[config.mk]
export PLATFORM = sky130hd
export DESIGN_NAME = dac_scan_sequencer
export DESIGN_NICKNAME = d
export VERILOG_FILES = /design/src/rtl/dac_scan_sequencer.sv
export SDC_FILE = /design/constraint.sdc
export NUM_CORES = 1
export LEC_CHECK = 0
export ABC_CLOCK_PERIOD_IN_PS = 4250
export BUFFER_PORTS_ARGS = -buffer_cell sky130_fd_sc_hd__clkbuf_2
export CAP_MARGIN = 10
export CORE_MARGIN = 2
export CORE_UTILIZATION = 45
export DETAILED_ROUTE_END_ITERATION = 8
export PLACE_DENSITY = 0.67
export SYNTH_ARGS = -nofsm -noshare
export SYNTH_HDL_FRONTEND = slang
export SYNTH_SLANG_ARGS = --single-unit
export TNS_END_PERCENT = 5
[constraint.sdc]
create_clock -name clk -period 4.25 [get_ports clk]
set_clock_uncertainty 0.05 [all_clocks]
set_input_delay 0.6375 -clock clk [delete_from_list [all_inputs] [get_ports clk]]
set_output_delay 0.6375 -clock clk [all_outputs]
set_load 0.02 [all_outputs]
[src/rtl/dac_scan_sequencer.sv]
// dac_scan_sequencer: programmable voltage-scan engine for an MCP4921 SPI-DAC
// master. Each point is loaded into the DAC, latched by the master's nLDAC
// pulse, allowed to settle for a programmed dwell, then announced downstream
// with a one-cycle strobe. The last point of a scan is always exactly the
// programmed stop code.
module dac_scan_sequencer #(
    parameter int         CODE_WIDTH     = 12,
    parameter int         DWELL_WIDTH    = 16,
    parameter int         LOAD_CYCLES    = 10,
    parameter int         TIMEOUT_CYCLES = 4096,
    parameter logic [3:0] CFG_BITS       = 4'b0011
) (
    input  logic                    clk,
    input  logic                    nres,
    input  logic                    start_scan,
    input  logic                    abort,
    input  logic [CODE_WIDTH-1:0]   code_start,
    input  logic [CODE_WIDTH-1:0]   code_stop,
    input  logic [CODE_WIDTH-1:0]   code_step,
    input  logic [DWELL_WIDTH-1:0]  dwell,
    input  logic                    dac_nldac,
    output logic [CODE_WIDTH+3:0]   dac_data,
    output logic                    dac_load,
    output logic                    step_strobe,
    output logic                    busy,
    output logic                    done,
    output logic                    err,
    output logic [CODE_WIDTH-1:0]   cur_code
);

    typedef enum logic [2:0] {
        S_IDLE,
        S_LOAD,
        S_WAIT_LO,
        S_WAIT_HI,
        S_DWELL,
        S_STROBE,
        S_NEXT
    } state_t;

    // The timeout counter also times the LOAD phase, so it must hold TIMEOUT_CYCLES.
    localparam int              TW           = $clog2(TIMEOUT_CYCLES + 1);
    localparam logic [TW-1:0]   LOAD_LAST    = TW'(LOAD_CYCLES - 1);
    localparam logic [TW-1:0]   TIMEOUT_LAST = TW'(TIMEOUT_CYCLES - 1);

    state_t                   state;
    state_t                   state_nxt;
    logic                     nldac_meta;
    logic                     nldac_s;
    logic                     nldac_d;
    logic                     nldac_fall;
    logic                     nldac_rise;
    logic [TW-1:0]            tcnt;
    logic [DWELL_WIDTH-1:0]   dcnt;
    logic [CODE_WIDTH-1:0]    scan_stop;
    logic [CODE_WIDTH-1:0]    scan_step;
    logic [DWELL_WIDTH-1:0]   scan_dwell;
    logic                     dir_up;
    logic                     accept;
    logic                     timed;
    logic                     timeout_hit;
    logic                     finish;
    logic [CODE_WIDTH-1:0]    nxt_code;

    // Next scan point, computed one bit wider so neither direction can wrap;
    // any overshoot past the stop code is clamped onto it.
    function automatic logic [CODE_WIDTH-1:0] next_point(
        input logic [CODE_WIDTH-1:0] cur,
        input logic [CODE_WIDTH-1:0] step,
        input logic [CODE_WIDTH-1:0] stop,
        input logic                  up
    );
        logic [CODE_WIDTH:0]   sum_ext;
        logic [CODE_WIDTH:0]   diff_ext;
        logic [CODE_WIDTH-1:0] res;
        sum_ext  = {1'b0, cur} + {1'b0, step};
        diff_ext = {1'b0, cur} - {1'b0, step};
        res      = stop;
        if (up) begin
            if (sum_ext <= {1'b0, stop})
                res = sum_ext[CODE_WIDTH-1:0];
        end else begin
            if (!diff_ext[CODE_WIDTH] && (diff_ext[CODE_WIDTH-1:0] >= stop))
                res = diff_ext[CODE_WIDTH-1:0];
        end
        return res;
    endfunction

    assign accept      = (state == S_IDLE) && start_scan && !abort;
    assign timed       = (state == S_LOAD) || (state == S_WAIT_LO) || (state == S_WAIT_HI);
    assign timeout_hit = (tcnt == TIMEOUT_LAST);
    assign finish      = (cur_code == scan_stop) || (scan_step == '0);
    assign nxt_code    = next_point(cur_code, scan_step, scan_stop, dir_up);
    assign nldac_fall  = nldac_d && !nldac_s;
    assign nldac_rise  = !nldac_d && nldac_s;

    // Bring the master's nLDAC into this clock domain and keep a delayed copy for edge detection.
    always_ff @(posedge clk or negedge nres) begin
        if (!nres) begin
            nldac_meta <= 1'b1;
            nldac_s    <= 1'b1;
            nldac_d    <= 1'b1;
        end else begin
            nldac_meta <= dac_nldac;
            nldac_s    <= nldac_meta;
            nldac_d    <= nldac_s;
        end
    end

    // State register.
    always_ff @(posedge clk or negedge nres) begin
        if (!nres)
            state <= S_IDLE;
        else
            state <= state_nxt;
    end

    // Next-state logic; abort overrides every state, a finished latch wins over a same-cycle timeout.
    always_comb begin
        state_nxt = state;
        if (abort) begin
            state_nxt = S_IDLE;
        end else begin
            case (state)
                S_IDLE:    if (start_scan) state_nxt = S_LOAD;
                S_LOAD: begin
                    if (tcnt == LOAD_LAST)   state_nxt = S_WAIT_LO;
                    else if (timeout_hit)    state_nxt = S_IDLE;
                end
                S_WAIT_LO: begin
                    if (nldac_fall)          state_nxt = S_WAIT_HI;
                    else if (timeout_hit)    state_nxt = S_IDLE;
                end
                S_WAIT_HI: begin
                    if (nldac_rise)          state_nxt = S_DWELL;
                    else if (timeout_hit)    state_nxt = S_IDLE;
                end
                S_DWELL:   if (dcnt == '0) state_nxt = S_STROBE;
                S_STROBE:  state_nxt = S_NEXT;
                S_NEXT:    state_nxt = finish ? S_IDLE : S_LOAD;
                default:   state_nxt = S_IDLE;
            endcase
        end
    end

    // Outputs registered from the next state so they are glitch-free toward the slower DAC clock domain.
    always_ff @(posedge clk or negedge nres) begin
        if (!nres) begin
            dac_load    <= 1'b0;
            step_strobe <= 1'b0;
            busy        <= 1'b0;
        end else begin
            dac_load    <= (state_nxt == S_LOAD);
            step_strobe <= (state_nxt == S_STROBE);
            busy        <= (state_nxt != S_IDLE);
        end
    end

    // Timeout/load counter runs from LOAD entry until the latch completes, and doubles as the LOAD length timer.
    always_ff @(posedge clk or negedge nres) begin
        if (!nres)
            tcnt <= '0;
        else if (timed)
            tcnt <= tcnt + TW'(1);
        else
            tcnt <= '0;
    end

    // Dwell countdown, armed on the nLDAC rising edge; a dwell of zero still costs one cycle.
    always_ff @(posedge clk or negedge nres) begin
        if (!nres)
            dcnt <= '0;
        else if ((state == S_WAIT_HI) && nldac_rise)
            dcnt <= scan_dwell;
        else if ((state == S_DWELL) && (dcnt != '0))
            dcnt <= dcnt - DWELL_WIDTH'(1);
    end

    // Scan configuration captured at acceptance so mid-scan input changes have no effect.
    always_ff @(posedge clk) begin
        if (accept) begin
            scan_stop  <= code_stop;
            scan_step  <= code_step;
            scan_dwell <= dwell;
            dir_up     <= (code_stop >= code_start);
        end
    end

    // Current code and DAC word move together so dac_data is valid from the first LOAD cycle.
    always_ff @(posedge clk or negedge nres) begin
        if (!nres) begin
            cur_code <= '0;
            dac_data <= {CFG_BITS, {CODE_WIDTH{1'b0}}};
        end else if (accept) begin
            cur_code <= code_start;
            dac_data <= {CFG_BITS, code_start};
        end else if ((state == S_NEXT) && !abort && !finish) begin
            cur_code <= nxt_code;
            dac_data <= {CFG_BITS, nxt_code};
        end
    end

    // Completion pulse and sticky timeout flag; only a timeout (not an abort) leaves a timed state for IDLE with err.
    always_ff @(posedge clk or negedge nres) begin
        if (!nres) begin
            done <= 1'b0;
            err  <= 1'b0;
        end else begin
            done <= (state == S_NEXT) && !abort && finish;
            if (accept)
                err <= 1'b0;
            else if (timed && !abort && (state_nxt == S_IDLE))
                err <= 1'b1;
        end
    end

endmodule

# Word level (Yosys, flattened, before mapping)
# Cells that the tools add are included.
[totals]
regBits = 109
latchBits = 0
ramBits = 0
rom_bits = 0
in_bits = 57
output_inout_bits = 33
word_cells = 85
mem_count = 0
[op_classes]
add_sub_neg = 4
multipliers = 0
div_mod_pow = 0
order_cmp = 3
n_eq_ne = 11
n_shift = 0
n_mux = 21
n_bitwise = 0
reduce_logical = 29
[op_table]
columns = ["operator", "n"]
rows = [
  ["$mux 16", 4],
  ["$mux 12", 5],
  ["$ge 12x12->1", 2],
  ["$mux 3", 7],
  ["$pmux 3 s7", 1],
  ["$logic_not 16->1", 1],
  ["$reduce_bool 16->1", 1],
  ["$sub 16x1->16 const B", 1],
  ["$add 12x12->13", 1],
  ["$add 13x1->13 const B", 1],
  ["$eq 13x12->1 const B", 1],
  ["$eq 13x4->1 const B", 1],
  ["$le 13x12->1", 1],
  ["$mux 13", 1],
  ["$sub 12x12->13", 1],
  ["$eq 12x12->1", 1],
  ["$eq 3x3->1 const B", 4],
  ["$logic_and 1x1->1", 12],
  ["$logic_not 12->1", 1],
  ["$eq 3x1->1 const B", 2],
  ["$eq 3x2->1 const B", 2],
  ["$logic_not 3->1", 2],
  ["$reduce_bool 2->1", 3],
  ["$logic_not 1->1", 5],
  ["other kinds (3)", 7],
]

# Longest topological paths before layout
# Gate-level depths: netlist of run 1.
[logic_depth]
ltp_word = 9
ltp_mapped = 19
depth_no_buf = 18

# Worst setup path before layout of run 1
# OpenSTA, ideal clock, no wires.
[synth_timing]
kind = "register -> register"
from = "reg dac_data[0] (netlist name)"
to = "reg dac_data[11]"
setup_ns = 0.221
t_arrival_ns = 3.810
required_ns = 3.979
path_slack_ns = 0.169
path_stages_with_launch = 20
path_buffers = 1
synth_period_minus_slack_ns = 4.081
path_cell_list = "dfrtp_1 ha_1 inv_1 fa_1 nor2_1 o21ai_1 o211ai_2 a221o_1 or4_1 nand4_2 ha_1 a21o_1 a21oi_1 o211ai_1 o21ai_0 nand2_2 and2_4 buf_12 a22oi_2 a221oi_2"
[synth_lines]
columns = ["item", "line_no", "source"]
rows = [
  ["end signal, assigned", "193", "dac_data <= {CFG_BITS, {CODE_WIDTH{1'b0}}};"],
  ["end signal, assigned", "196", "dac_data <= {CFG_BITS, code_start};"],
  ["end signal, assigned", "199", "dac_data <= {CFG_BITS, nxt_code};"],
  ["end, declared", "22", "output logic [CODE_WIDTH+3:0] dac_data,"],
]

==> results.toml, run 1 <==
[run_status]
status = "completed"

[clock_tree]
clock-root-buffer = "clkbuf_16"
clock_sinks = 93
cts.htree.levels = 3
clk_pin_slew_ns = 0.07
clk_latency_ns = 0.35
hold_buffers = 0
cts_tree = "yes"
numCtsBuffers = 9
cts.path.max_buffers = 2

[critical_path]
ff2ff_path_depth = 17
critPathMaxStageDelay_ns = 0.45
worstPathMaxFanout = 11
path_common_cell = "ha_1"
reg2reg_to = "dac_data[8]$_DFFE_PN0P_"
cp-startpoint = "dac_data[0]$_DFFE_PN0P_"
cp-end-kind = "flip-flop"
crit_required_ns = 4.42
crit_chain = "inv_1 > ha_1 > fa_1 > nor2b_4 > o2111ai_2 > a31oi_4 > a31oi_1 > xnor2_1 > ha_1 > and3_1 > o2111ai_1 > a211o_1 > nand3_1 > nand3b_4 > and2_4 > a221oi_2 > o21ai_1"
cp_data_arrival_time_ns = 4.15
rr_startpoint = "dac_data[0]$_DFFE_PN0P_"
start_kind = "flip-flop"
critPathCapture = "dac_data[8]$_DFFE_PN0P_"
reg2reg_setup_slack_ns = 0.26
critPathKind = "flip-flop to flip-flop"
cp_slowest_cell = "fa_1"

[sta]
fin_crit_sh_pct = 93.78
worst_pin_slew_ns = 0.9460
fin_crit_ns = 3.986
setup_violations = 0
max_freq_mhz = 250.9
finalMaxSlewViolations = 0
rsz0062_at_grt = "true"
slew_headroom_pct = 36.94
setup_ws_ns = 0.2644
whs_ns = 0.3078
hold_viol = 0

[layout]
nets = 852
drive_gt1_share_pct = 22.99
fin_util_pct = 52.66
layout_commonest_cell = "clkbuf_2"
antenna_cells = 0
area_growth_pct = 13.99
stdcell_area_um2 = 7338
layout_common_cells = "clkbuf_2, ha_1, inv_1"

[run]
drv_cap = 0

[route]
wl_per_cell_um = 16.75
routed_via_density = 5.439
wl_mm = 15.33
remaining_drc_errors = 0
num_vias = 4977
drtIter0Drc = 391
drt-pass1-iter-count = 5
antenna_left = 0

[logic_synthesis]
synth.distinct_cells = 82
ys_seq_elements = 93
async_flop_share_pct = 55.91
yosysSeqAreaShare_pct = 39.40
synth_top_area_share_pct = 19.13
syn_inst = 650
ys_top_cells_by_area = "edfxtp_1, dfrtp_1, ha_1"
syn_area_um2 = 6437
synth-edff-count = 41
yosysTopAreaCell = "edfxtp_1"
avgSynthCellArea_um2 = 9.904
yosysWarnings = 0
ys.flop_type = "dfrtp_1"

[global_route]
overflow = 0
grt_max_degree = 53
grt_pass1_wl_mm = 24.35
grt_pass1_vias = 4903
gr-usage-all-layers_pct = 21.12
grt_antenna_before_repair = 0

[power]
ir_worst_vdd_mv = 0.2440
leakagePower_nw = 3.312
power_density_nw_per_um2 = 529.0

[floorplanning]
die_h_um = 123.6
dieWidth_um = 123.6
core_um2 = 13930
die_area_um2 = 15280
start_util_pct = 46.20
rows = 43
ios = 90

[placed_design]
pre_cts_ws_ns = 0.07723
portBuffers = 85
dpl_cell_area_um2 = 6972
gp_congestion = 1.001
hpwl_mm = 11.87

[hold_path]
hp-class = "flip-flop to flip-flop"
stage by stage:
step                      instances  TNS [ns]  power [mW]
final                           915         0       3.882
after CTS                       910         0       3.806
after global placement          894         0       2.982
after floorplan                 652         0       2.527
after global routing            915  -0.01973       4.136
after detailed placement        894         0       2.986
critical path: cells and delay by family, from the launching register on:
| family | cells | cell delay [ns] |
|---|---|---|
| adder cells (fa/ha/maj) | 3 | 0.99 |
| flip-flops | 1 | 0.39 |
| XOR/XNOR | 1 | 0.20 |
| AND/OR/NAND/NOR | 5 | 0.89 |
| buffers and inverters | 1 | 0.06 |
| AO/OA/AOI/OAI | 7 | 1.28 |
Yosys cell counts, types with 3 or more instances:
cell	count
inv_2	3
nor4b_1	3
nand2b_1	11
nor4_1	10
a31oi_1	5
a21o_1	11
or2_2	3
a211oi_1	3
o21ai_1	10
nand4_1	7
nand4b_1	3
o31ai_2	3
and3_1	4
ha_1	63
nor2_1	50
buf_4	20
a21oi_1	29
or3_1	5
nor2b_1	8
mux2i_1	3
dfrtp_1	49
xor2_1	13
nor3_1	22
nand3b_1	3
o211ai_1	4
nand2_1	40
clkbuf_1	14
a221oi_2	6
nand3_1	15
xnor2_1	40
and4_1	3
o21ai_0	29
dfstp_2	3
edfxtp_1	41
inv_1	55
power breakdown:
| group | internal (mW) | leakage, nW | total [mW] | switching [mW] |
|---|---|---|---|---|
| sequential | 1.02 | 1.06 | 1.10 | 0.0859 |
| combinational | 0.795 | 2.11 | 1.97 | 1.17 |
| clock | 0.457 | 0.145 | 0.812 | 0.356 |
| total | 2.27 | 3.31 | 3.88 | 1.61 |
layout make-up:
cell class / count / area [µm²]
sequential: 93 / 2537
tap: 180 / 225.2
multi-input combinational: 463 / 3492
clock inverter: 6 / 61.31
fill: 1249 / 6596
clock buffer: 10 / 229.0
inverter: 58 / 217.7
timing repair buffer: 105 / 575.6
worst min path at each step:
stage                               startpoint                    to  slack, ns  cells after the start
after detailed placement  nldac_meta$_DFF_PN1_     nldac_s$_DFF_PN1_       0.30                      0
after global placement    nldac_meta$_DFF_PN1_     nldac_s$_DFF_PN1_       0.30                      0
final                     nldac_meta$_DFF_PN1_     nldac_s$_DFF_PN1_       0.31                      0
after global routing                 dac_nldac  nldac_meta$_DFF_PN1_       0.30                      1
after CTS                            dac_nldac  nldac_meta$_DFF_PN1_       0.30                      1
after floorplan                           nres        busy$_DFF_PN0_       0.29                      0
flip-flops by register name, indices dropped and copies added (netlist names), 3 cells and up:
register	count
scan_dwell	16
tcnt	13
scan_stop	12
state	3
scan_step	12
dac_data	12
dcnt	16
kinds of logic (layout without fill, tap and decap cells):
logic type	count (synthesis)	in the layout	synth area share, %
buffers and inverters	96	179	7.172
and+or+nand+nor	206	206	17.53
other	2	4	0.1167
adders and majority gates	65	65	12.87
DFF	93	93	39.40
AOI/OAI and AO/OA	132	132	15.24
muxes	3	3	0.4665
xor gates and xnor gates	53	53	7.211
repair_timing:
item                                    4_1_cts  5_1_grt
hold endpoints to repair                      0        0
endpoints found under the setup margin        0       12
setup buffers                                 0        5
gates resized for setup                       0       10
per-layer routing:
metal | up-vias | share of wire [%] | wire, µm | track usage [%]
met5 | - | 0 | 0 | 0
met4 | 0 | 3.5 | 538 | 11.51
met3 | 36 | 4.9 | 754 | 3.846
met2 | 159 | 48 | 7359 | 34.68
met1 | 2334 | 44 | 6674 | 26.36
li1 | 2448 | - | - | -
Power figures use the tool's default switching activity.
==> run 2, diff against run 1 <==
- ABC_CLOCK_PERIOD_IN_PS: 4250 -> 4900
- PLACE_DENSITY: 0.67 -> 0.64
- SKIP_LAST_GASP: not set -> 1
- clock period: 4.25 -> 4.9 ns (I/O delays scaled with it)
==> run 2 against run 1 <==
  * Critical path depth down 1
  * Routed wire length decreased by 0.16%
  * Die area unchanged
  * Largest power group unchanged
==> results.toml, run 2 (synthesis gave the netlist of run 1 again) <==
[sta]
worst_pin_slew_ns = 0.9379
fin_crit_sh_pct = 89.88
fin_crit_ns = 4.404
max_freq_mhz = 227.1
hold_viol = 0
whs_ns = 0.3101
finalMaxSlewViolations = 0
setup_violations = 0
final.setup.tns_ns = 0
rsz0062_at_grt = "false"
slew_headroom_pct = 37.47

[clock_tree]
clk_pin_slew_ns = 0.06
clock-root-buffer = "clkbuf_16"
hold_buffers = 0
clk_latency_ns = 0.36
cts_setup_buffers = 0
cts.path.max_buffers = 2
numCtsBuffers = 9
cts_resized = 0
clock_sinks = 93
cts_tree = "yes"
cts.htree.levels = 3

[critical_path]
cp_data_arrival_time_ns = 4.57
start_kind = "flip-flop"
critPathKind = "flip-flop to flip-flop"
path_common_cell = "ha_1"
crit_required_ns = 5.06
cp-startpoint = "dac_data[4]$_DFFE_PN0P_"
worstPathMaxFanout = 11
critPathTopFamily = "compound AO/OA/AOI/OAI gates"
rr_startpoint = "dac_data[4]$_DFFE_PN0P_"
critPathBufInv = 0
cp_slowest_cell = "ha_1"
cp-end-kind = "flip-flop"
crit_chain = "ha_1 > nor2b_1 > nor2_1 > o211ai_2 > a221o_1 > or4_1 > nand4_2 > ha_1 > a21o_1 > a21oi_1 > o211ai_1 > o21ai_0 > nand2_2 > and2_4 > a221oi_2 > o21ai_1"
critPathMaxStageDelay_ns = 0.52

[global_route]
grt_pass1_vias = 4834
grt_antenna_before_repair = 0
grt_max_degree = 53
overflow = 0
gr-usage-all-layers_pct = 21.19
grt_pass1_wl_mm = 24.34

[placed_design]
gp_congestion = 0.9665
portBuffers = 85
hpwl_mm = 11.90
dpl_cell_area_um2 = 6882

[floorplanning]
dieWidth_um = 123.6
start_util_pct = 46.20
rows = 43
ios = 90
die_h_um = 123.6
core_um2 = 13930
die_area_um2 = 15280

[route]
wl_met3_um = 558
num_vias = 4905
antenna_left = 0
wl_met2_mm = 7.741
drtIter0Drc = 401
wl_mm = 15.30
top_layer = "met4"
wl_per_cell_um = 17.04
routed_via_density = 5.462
drt-pass1-iter-count = 5
wirelength_met1_mm = 6.657
remaining_drc_errors = 0

[layout]
antenna_cells = 0
fin_util_pct = 51.34
area_growth_pct = 11.14
multi_input_area_um2 = 3455
reg_top3 = "dcnt: 16 flops, scan_dwell: 16 flops, tcnt: 13 flops"
nets = 835
drive_gt1_share_pct = 20.06
layout_common_cells = "clkbuf_2, ha_1, inv_1"
stdcell_area_um2 = 7154
n_fill_cell = 1289
layout_commonest_cell = "clkbuf_2"
area.sequential_um2 = 2536

[power]
ir_worst_vdd_mv = 0.2030
leakagePower_nw = 3.210
power_density_nw_per_um2 = 447.5

[run]
drv_cap = 0

[hold_path]
min-delay-start = "nldac_meta$_DFF_PN1_"
hp-class = "flip-flop to flip-flop"

[run_status]
status = "completed"
## run 2: cell types whose count changed in the layout (fill, tap and decap cells not counted), sizes merged
cell	before	now
buf	20	3
bufinv	1	0
clkbuf	95	98
clkinv	3	2
inv	60	59
## run 2: final timing paths
path,slack [ns],end,cells after the start
max reg2reg,0.50,dac_data[9]$_DFFE_PN0P_,16
min reg2reg,0.31,nldac_s$_DFF_PN1_,0
min,0.31,nldac_s$_DFF_PN1_,0
max,0.50,dac_data[9]$_DFFE_PN0P_,16
max in group asynchronous,3.90,err$_DFFE_PN0P_,2
min in group asynchronous,0.44,dcnt[11]$_DFFE_PN0P_,2
## run 2: layer usage
| layer | track usage (%) | vias up |
|---|---|---|
| met4 | 8.665 | 0 |
| met5 | 0 | - |
| met2 | 36.02 | 110 |
| met1 | 27.15 | 2359 |
| li1 | - | 2416 |
| met3 | 3.022 | 20 |
## run 2: metrics by stage
step | total power, mW | std cells | setup slack, ns
floorplan | 2.192 | 652 | 0.8195
global placement | 2.516 | 882 | 0.7189
detailed placement | 2.534 | 882 | 0.5699
CTS | 3.207 | 898 | 0.5612
global route | 3.425 | 898 | 0.1844
finish | 3.202 | 898 | 0.4958
## run 2: area by class of cell
cell class / instances / share of cell area [%]
sequential: 93 / 35.45
tap: 180 / 3.148
multi-input combinational: 463 / 48.29
timing repair buffer: 88 / 6.261
inverter: 58 / 3.043
clock inverter: 3 / 0.3148
clock buffer: 13 / 3.498
## run 2: report_power, final
part	internal, mW	leakage (nW)	total, mW	switching (mW)
clock network	0.360	0.134	0.663	0.303
registers	0.881	1.06	0.978	0.0971
logic	0.606	2.01	1.56	0.954
